===== config.mk =====
export PLATFORM = sky130hd
export DESIGN_NAME = acc42_stage
export DESIGN_NICKNAME = d
export VERILOG_FILES = /design/src/rtl/acc42_stage.sv
export SDC_FILE = /design/constraint.sdc
export NUM_CORES = 1
export LEC_CHECK = 0
export ABC_CLOCK_PERIOD_IN_PS = 1720
export BUFFER_PORTS_ARGS = -buffer_cell sky130_fd_sc_hd__clkbuf_2
export CAP_MARGIN = 20
export CORE_ASPECT_RATIO = 1.5
export CORE_MARGIN = 2
export CORE_UTILIZATION = 40
export DETAILED_ROUTE_END_ITERATION = 10
export HOLD_SLACK_MARGIN = 0.15
export PLACE_DENSITY = 0.91
export SLEW_MARGIN = 20
export SYNTH_ARGS = -nofsm -noshare
export SYNTH_HDL_FRONTEND = slang
export SYNTH_SLANG_ARGS = --single-unit

===== constraint.sdc =====
create_clock -name i_clk -period 1.72 [get_ports i_clk]
set_input_delay 0.172 -clock i_clk [delete_from_list [all_inputs] [get_ports i_clk]]
set_output_delay 0.172 -clock i_clk [all_outputs]
set_load 0.02 [all_outputs]

===== src/rtl/acc42_stage.sv =====
// Multi-term accumulator stage driving an external combinational adder.
// A start request loads a term count; each accepted term registers the adder sum.
module acc42_stage #(
   parameter int unsigned WIDTH = 42,
   parameter int unsigned CNT_W = 4
) (
   input  logic             i_clk,
   input  logic             i_rst,
   input  logic             i_start,
   input  logic [CNT_W-1:0] i_num_terms,
   input  logic             i_valid,
   output logic             o_ready,
   input  logic [WIDTH-1:0] i_data,
   output logic [WIDTH-1:0] o_add_term1,
   output logic [WIDTH-1:0] o_add_term2,
   input  logic [WIDTH-1:0] i_sum,
   input  logic             i_cout,
   output logic             o_valid,
   input  logic             i_result_ready,
   output logic [WIDTH-1:0] o_result,
   output logic             o_overflow,
   output logic             o_busy
);

   typedef enum logic [1:0] {
      S_IDLE,
      S_ACCUM,
      S_DONE
   } state_t;

   state_t             state_q;
   logic [WIDTH-1:0]   acc_q, acc_d;
   logic [CNT_W-1:0]   rem_q, rem_d;
   logic               ovf_q, ovf_d;
   logic               ready_q, valid_q, busy_q;
   logic               accept;
   logic               last_term;

   always_comb begin
      accept    = i_valid & ready_q;
      acc_d     = i_sum;
      ovf_d     = ovf_q | i_cout;
      rem_d     = (rem_q != '0) ? rem_q - CNT_W'(1) : '0;
      last_term = (rem_q == CNT_W'(1));
   end

   always_ff @(posedge i_clk or posedge i_rst) begin
      if (i_rst) begin
         state_q <= S_IDLE;
         acc_q   <= '0;
         rem_q   <= '0;
         ovf_q   <= 1'b0;
         ready_q <= 1'b0;
         valid_q <= 1'b0;
         busy_q  <= 1'b0;
      end else begin
         case (state_q)
            S_IDLE: begin
               if (i_start) begin
                  acc_q  <= '0;
                  ovf_q  <= 1'b0;
                  busy_q <= 1'b1;
                  if (i_num_terms != '0) begin
                     rem_q   <= i_num_terms;
                     ready_q <= 1'b1;
                     state_q <= S_ACCUM;
                  end else begin
                     // Zero-term request completes immediately with a zero result.
                     rem_q   <= '0;
                     valid_q <= 1'b1;
                     state_q <= S_DONE;
                  end
               end
            end
            S_ACCUM: begin
               if (accept) begin
                  acc_q <= acc_d;
                  ovf_q <= ovf_d;
                  rem_q <= rem_d;
                  if (last_term) begin
                     ready_q <= 1'b0;
                     valid_q <= 1'b1;
                     state_q <= S_DONE;
                  end
               end
            end
            S_DONE: begin
               if (i_result_ready) begin
                  valid_q <= 1'b0;
                  busy_q  <= 1'b0;
                  state_q <= S_IDLE;
               end
            end
            default: begin
               ready_q <= 1'b0;
               valid_q <= 1'b0;
               busy_q  <= 1'b0;
               state_q <= S_IDLE;
            end
         endcase
      end
   end

   // ready_q is high exactly in ACCUM, so the adder input is quiet elsewhere.
   assign o_add_term1 = acc_q;
   assign o_add_term2 = ready_q ? i_data : '0;
   assign o_ready     = ready_q;
   assign o_valid     = valid_q;
   assign o_busy      = busy_q;
   assign o_result    = acc_q;
   assign o_overflow  = ovf_q;

endmodule

* Word-level counts from Yosys, hierarchy flattened *
Cells that the tools add are included.

word-level totals
  flip-flop bits (word level) = 52
  output and inout bits = 130

operators by class
  $add $sub $neg = 1
  equal/unequal tests = 9
  muxes and demuxes = 31
  bitwise logic cells = 4
  reductions and logical operators = 9

operator list
  kind                                                 number
  two-way mux 42 bit                                   3
  one-hot mux 42 bit (2 select lines)                  1
  two-way mux 4 bit                                    4
  two-way mux 1 bit                                    12
  inequality test 2 bit, second input constant         6
  two-way mux 2 bit                                    5
  AND reduction 5 bit                                  2
  one-hot mux 1 bit (3 select lines)                   3
  one-hot mux 4 bit (2 select lines)                   1
  nonzero test 4 bit                                   2
  one-hot mux 2 bit (3 select lines)                   1
  AND reduction 3 bit                                  2
  equality test 4 x 1 -> 1 bit, second input constant  1
  AND reduction 4 bit                                  1
  subtractor 4 x 1 -> 4 bit, second input constant     1
  equality test 2 x 1 -> 1 bit, second input constant  1
  equality test 2 bit, second input constant           1
  zero test 2 bit                                      1
  NOT 1 bit                                            2
  one-hot mux 1 bit (2 select lines)                   1
  nonzero test 2 bit                                   1
  bitwise AND 1 bit                                    1
  bitwise OR 1 bit                                     1

* Depth between registers and ports, before layout *
Gate-level depths: netlist of run 1.

  word-level depth = 4
  depth in mapped cells = 7
  depth with buffers taken out = 4

* Worst setup path after synthesis of run 1 *
Ideal clock, no wire load.

  kind = reg2out
  start = register ready_q, in the netlist o_ready
  end = output port o_add_term2[10]
  data arrival time = 1.239 ns
  required time = 1.548 ns
  setup slack = 0.309 ns
  cell stages (with the launch flop) = 4
  cells stage by stage = dfrtp_1 clkbuf_1 clkbuf_1 and2_1

on the way
  longest elaborated chain between the ends = 1

RTL lines
  element                 RTL line  source
  start, declared         35        logic ready_q, valid_q, busy_q;
  start signal, assigned  53        ready_q <= 1'b0;
  start signal, assigned  65        ready_q <= 1'b1;
  start signal, assigned  81        ready_q <= 1'b0;
  two-way mux 42 bit      106       assign o_add_term2 = ready_q ? i_data : '0;
  end, declared           15        output logic [WIDTH-1:0] o_add_term2,

No other way between the ends.

* Final worst setup path of run 1 *
  start = register ready_q, in the netlist o_ready
  end = output port o_add_term2[5]

The elaborated chain is that of the path after synthesis.

==> results of run 1 <==
-- registers in the layout, indices dropped and copies added, names as in the netlist --
register and flops:
state_q 2, o_add_term1 42, o_valid 1, o_busy 1, o_overflow 1, rem_q 4
o_ready 1
-- repair_timing --
action	CTS	global route
hold endpoints to repair	69	0
hold buffers	44	0
resized for setup	1	3
pin swaps	0	0
setup endpoints to repair	1	22
-- final timing paths --
path | endpoint | slack [ns] | cells past startpoint
min in group asynchronous | o_add_term1[23] | 0.46 | 3
hold / removal | rem_q[3] | 0.17 | 3
setup reg to reg | rem_q[2] | 0.14 | 5
setup / recovery | o_add_term2[5] | 0.12 | 3
hold reg to reg | o_add_term1[9] | 0.52 | 2
max in group asynchronous | o_add_term1[2] | 0.69 | 4
-- final cells by class --
type	count	area (sq um)	share of cell area
timing repair buffer	273	1640	0.387
sequential	52	1300	0.307
multi-input combinational	217	1090	0.257
tap	78	97.6	0.0230
clock buffer	6	82.6	0.0195
inverter	4	15.0	0.00354
clock inverter	2	13.8	0.00325
-- per-layer routing --
metal	wire [microns]	track usage	vias up	part of all wire
li1	-	-	1471	-
met2	4860	0.438	197	0.55
met4	253	0.0952	0	0.029
met5	0	0	-	0
met1	2960	0.232	1355	0.34
met3	708	0.0414	24	0.081
-- through the flow --
stage | total power, W | instance area (sq um) | worst slack [ns]
after floorplan | 0.00568 | 2810 | 0.290
after global placement | 0.00658 | 3690 | 0.183
after detailed placement | 0.00675 | 3690 | 0.0562
after CTS | 0.00758 | 4230 | 0.0465
after global routing | 0.00818 | 4240 | 0.0112
final | 0.00763 | 4240 | 0.117
-- power by group through the flow --
stage                     Combinational (W)  Clock, W  Sequential, W
after detailed placement            0.00453         0        0.00222
after floorplan                     0.00304         0        0.00264
after global placement              0.00440         0        0.00218
after CTS                           0.00462  0.000762        0.00220
after global routing                0.00510  0.000800        0.00228
final                               0.00467  0.000735        0.00222
-- cell families after synthesis --
logic type	after synthesis
flops	52
compound gates	64
buf+inv	68
simple gates	153
-- cells in the mapped netlist --
| cell | instances |
|---|---|
| nor3_1 | 3 |
| o21ai_1 | 1 |
| buf_4 | 44 |
| buf_2 | 6 |
| a22oi_1 | 1 |
| and4_1 | 1 |
| nor3b_2 | 1 |
| a21oi_1 | 7 |
| nand2_1 | 89 |
| nand4_1 | 1 |
| nor3b_1 | 1 |
| inv_1 | 4 |
| and3_1 | 1 |
| o21ai_0 | 47 |
| or4_4 | 1 |
| nor2_1 | 8 |
| clkbuf_2 | 3 |
| and2_1 | 42 |
| a41oi_1 | 1 |
| o21a_1 | 1 |
| o22ai_1 | 2 |
| a211oi_1 | 1 |
| a31oi_4 | 1 |
| nand2b_1 | 2 |
| clkbuf_1 | 11 |
| a31oi_1 | 1 |
| dfrtp_1 | 52 |
| a32oi_1 | 1 |
| nor4_1 | 1 |
| nor2b_1 | 2 |
-- critical path: cells and delay by family, from the launching register on --
kind | cells | cell delay (ns)
flops | 1 | 0.51
buf+inv | 2 | 0.42
simple gates | 1 | 0.19
==> results.cfg, run 1 <==
[run_status]
outcome = finished clean

[pwr]
pwr-share-clk = 0.096
p_sw_frac = 0.522
ir_drop_mv = 1.18
p_seq_frac = 0.291
power_leakage_nw = 2.33
p_int_w = 0.00365
p_per_area_nw_per_um2 = 1800
p_comb_frac = 0.613
power_switching_w = 0.00398

[cells_and_area]
layout-area-overhead-vs-synth_pct = 50.7
finalNetCount = 647
nFillCells = 554
drive_gt1_frac = 0.437
final_cells = 632
final_common_cell = clkbuf_2
n_antenna_cell = 0
fin_util = 0.619
most-common-layout-cells = clkbuf_2, nand2_1, dfrtp_1

[worst_setup_path]
endpoint_kind = primary output
required_ns = 1.55
crit_path_start = o_ready
start_kind = register
crit_chain = buf_8 > and2_1 > clkbuf_2
worst_ep_arrival_time_ns = 1.43
path_max_fanout = 44
path_class = reg2out
crit_slowest_cell = dfrtp_1
cp_slowest_stage_delay_ns = 0.51
r2r-start = state_q[1]

[synth]
synth.top_cell.area_share = 0.462
yosysWarnings = 0
synth_compound_area_frac = 0.126
synth.distinct_cells = 30
syn_area_sq_um = 2810
synth-seq-area-share = 0.462
ys_ff_latch = 52
syn_nets = 431
synthSimpleGateAreaFrac = 0.258
synthMuxAreaShare = 0
synth_top_family_by_area = simple AND/OR/NAND/NOR gates
synthAdderAreaFrac = 0
syn_avg_cell_area_sq_um = 8.35
synth_xor_area_frac = 0
postSynthCellCount = 337
synth_top_area_cell = dfrtp_1
synth.top_cells.by_area = dfrtp_1, nand2_1, buf_4

[clocking]
cts_tree = yes
clkTransAtPathRegs_ns = 0.09
h-tree-depth = 2
numCtsBuffers = 5
cts_sinks = 52
cts_buffer_depth = 2
cts_setup_buffers = 0
clock_latency_ns = 0.30
cts_root_buffer = clkbuf_8

[global_route]
grt_max_degree = 45
gr-total-overflow = 0
grt.total_usage = 0.228
antenna_found_initial = 0
grt_first_pass_wirelength_microns = 13800
grt_pass1_vias = 2952

[detailed_routing]
vias_per_cell = 4.82
ant_nets = 0
route.detailed.drc = 0
dr_total_vias = 3047
wl_per_cell_microns = 13.9
first_iter_violations = 197
first_pass_iters = 4
drt-total-wl_microns = 8780

[floorplanning]
start_util = 0.411
ios = 224
dieWidth_microns = 72.5
rows = 37
core_area_sq_um = 6850
die_y_microns = 107
dieArea_sq_um = 7740

[sta]
tightest_slew_ns = 0.611
skew_ns = 0.00764
tns_ns = 0
period_minus_slack_ns = 1.60
period_share = 0.932
report.final.slew_viol_count = 0
holdWs_ns = 0.170
setup_violations = 0
hold_viol = 0
fmax_ghz = 0.624
rsz0062_at_grt = no
slew_headroom = 0.592

[placed_design]
hpwl_microns = 6120
dp_cells = 580
io_buffers = 223
place_congestion = 0.960

[hold_path]
worstHoldStart = i_num_terms[3]
hold_class = in2reg

[flow_run]
max_cap_viol_count = 0
Note: power is estimated with default switching activity, not from simulation.
==> run 2: changes to the inputs <==
==> config.mk (replaced) <==
export PLATFORM = sky130hd
export DESIGN_NAME = acc42_stage
export DESIGN_NICKNAME = d
export VERILOG_FILES = /design/src/rtl/acc42_stage.sv
export SDC_FILE = /design/constraint.sdc
export NUM_CORES = 1
export LEC_CHECK = 0
export ABC_CLOCK_PERIOD_IN_PS = 2000
export BUFFER_PORTS_ARGS = -buffer_cell sky130_fd_sc_hd__clkbuf_2
export CAP_MARGIN = 20
export CORE_AREA = 2 2 87 89
export DETAILED_ROUTE_END_ITERATION = 10
export DIE_AREA = 0 0 89 91
export HOLD_SLACK_MARGIN = 0.15
export PLACE_DENSITY_LB_ADDON = 0.1
export SLEW_MARGIN = 20
export SYNTH_ARGS = -nofsm -noshare
export SYNTH_HDL_FRONTEND = slang
export SYNTH_SLANG_ARGS = --single-unit
==> constraint.sdc (replaced) <==
create_clock -name i_clk -period 2 [get_ports i_clk]
set_input_delay 0.2 -clock i_clk [delete_from_list [all_inputs] [get_ports i_clk]]
set_output_delay 0.2 -clock i_clk [all_outputs]
set_load 0.02 [all_outputs]
==> results.cfg, run 2 (synthesized netlist as in run 1, its figures left out) <==
[run_status]
outcome = finished clean

[cells_and_area]
n_antenna_cell = 0
final_common_cell = clkbuf_2
finalNetCount = 650
layout.area.seq_sq_um = 1300
fin_area_sq_um = 4270
largest_reg_flops = 42
nFillCells = 687
drive_gt1_frac = 0.440
layout-area-overhead-vs-synth_pct = 51.6
most-common-layout-cells = clkbuf_2, nand2_1, dfrtp_1
multi_input_area_sq_um = 1100

[worst_setup_path]
endpoint_kind = register
r2r-start = state_q[1]
path_class = reg2reg
crit_path_start = state_q[1]
worstRegToRegCells = 3
crit_chain = nor3b_2 > a31oi_2 > o21ai_0
worst_ep_arrival_time_ns = 1.91
crit_slowest_cell = a31oi_2
required_ns = 2.16
start_kind = register
rrSetupSlack_ns = 0.26
cp_slowest_stage_delay_ns = 0.82
r2r-end = rem_q[2]
path_max_fanout = 21

[floorplanning]
dieArea_sq_um = 8100
die_y_microns = 91
rows = 31
start_util = 0.394
core_area_sq_um = 7140
ios = 224
dieWidth_microns = 89

[pwr]
p_comb_frac = 0.613
p_seq_frac = 0.289
p_sw_frac = 0.522
ir_drop_mv = 0.676
power_leakage_nw = 2.33
p_int_w = 0.00310
pwr-share-clk = 0.098
p_per_area_nw_per_um2 = 1520
power_switching_w = 0.00339

[sta]
setup_violations = 0
report.final.slew_viol_count = 0
fmax_ghz = 0.573
rsz0062_at_grt = no
period_minus_slack_ns = 1.74
period_share = 0.872
tns_ns = 0
slew_headroom = 0.309
hold_viol = 0
timing.final.ws_setup_ns = 0.255
tightest_slew_ns = 1.03
skew_ns = 0.00519

[detailed_routing]
dr_total_vias = 2928
route.detailed.drc = 0
first_iter_violations = 63
first_pass_iters = 4
ant_nets = 0
drt-total-wl_microns = 7940
wl_per_cell_microns = 12.1
vias_per_cell = 4.46

[placed_design]
hpwl_microns = 5600
pre_cts_slack_ns = 0.0478
dpl_cell_area_sq_um = 3720
io_buffers = 223
place_congestion = 0.773

[clocking]
numCtsBuffers = 5
clkTransAtPathRegs_ns = 0.10
clock_latency_ns = 0.31
cts_tree = yes
h-tree-depth = 2
cts_buffer_depth = 2
cts_resized = 0
cts_sinks = 52
cts_root_buffer = clkbuf_8

[global_route]
grt.total_usage = 0.187
gr-total-overflow = 0
antenna_found_initial = 0
grt_max_degree = 53
grt_first_pass_wirelength_microns = 12100
grt_pass1_vias = 2724

[hold_path]
hold_class = in2reg
whs_endpoint = rem_q[3]
holdPathStages = 3
worstHoldStart = i_num_terms[3]

[flow_run]
max_cap_viol_count = 0
[run 2: routing by layer]
layer  routed length [microns]  share of wire  vias up  track usage
met5                         0              0        -            0
li1                          -              -     1480            -
met3                       566          0.071        8       0.0436
met2                      4230           0.53      130        0.351
met4                        95          0.012        0       0.0547
met1                      3050           0.38     1310        0.202
[run 2: final cells by class]
class	instances	area share
inverter	4	0.00352
timing repair buffer	275	0.382
multi-input combinational	218	0.258
clock inverter	3	0.00645
sequential	52	0.305
tap	99	0.0290
clock buffer	5	0.0161
[run 2: worst max-delay path by stage]
stage / to / slack, ns
floorplan: o_add_term1[0] / 0.54
global placement: o_add_term1[23] / 0.11
detailed placement: o_add_term1[35] / 0.05
CTS: o_add_term1[35] / 0.03
global route: rem_q[1] / 0.12
finish: rem_q[2] / 0.26
[run 2: per-stage QoR]
stage / hold slack, ns / utilization / power (W) / instances
global route: 0.181 / 0.598 / 0.00701 / 656
detailed placement: 0.404 / 0.521 / 0.00581 / 603
floorplan: 0.336 / - / 0.00489 / 337
finish: 0.188 / 0.598 / 0.00649 / 656
CTS: 0.174 / 0.596 / 0.00652 / 655
global placement: 0.407 / 0.521 / 0.00574 / 603
[run 2: repair_timing]
| action | in CTS | in global routing |
|---|---|---|
| endpoints found under the setup margin | 0 | 25 |
| setup buffers | 0 | 0 |
| hold buffers | 44 | 0 |
| hold endpoints to repair | 95 | 0 |
[run 2: power by group through the flow]
stage | combinational (W) | sequential, W | clock, W
after floorplan | 0.00262 | 0.00227 | 0
after global placement | 0.00386 | 0.00188 | 0
after detailed placement | 0.00392 | 0.00189 | 0
after CTS | 0.00399 | 0.00187 | 0.000661
after global routing | 0.00437 | 0.00194 | 0.000699
final | 0.00398 | 0.00187 | 0.000637
[run 2: critical path: cells and delay by family (launching register included)]
kind | cells | cell delay, ns
AO/OA/AOI/OAI | 2 | 1.03
flip-flops | 1 | 0.46
AND/OR/NAND/NOR | 1 | 0.12
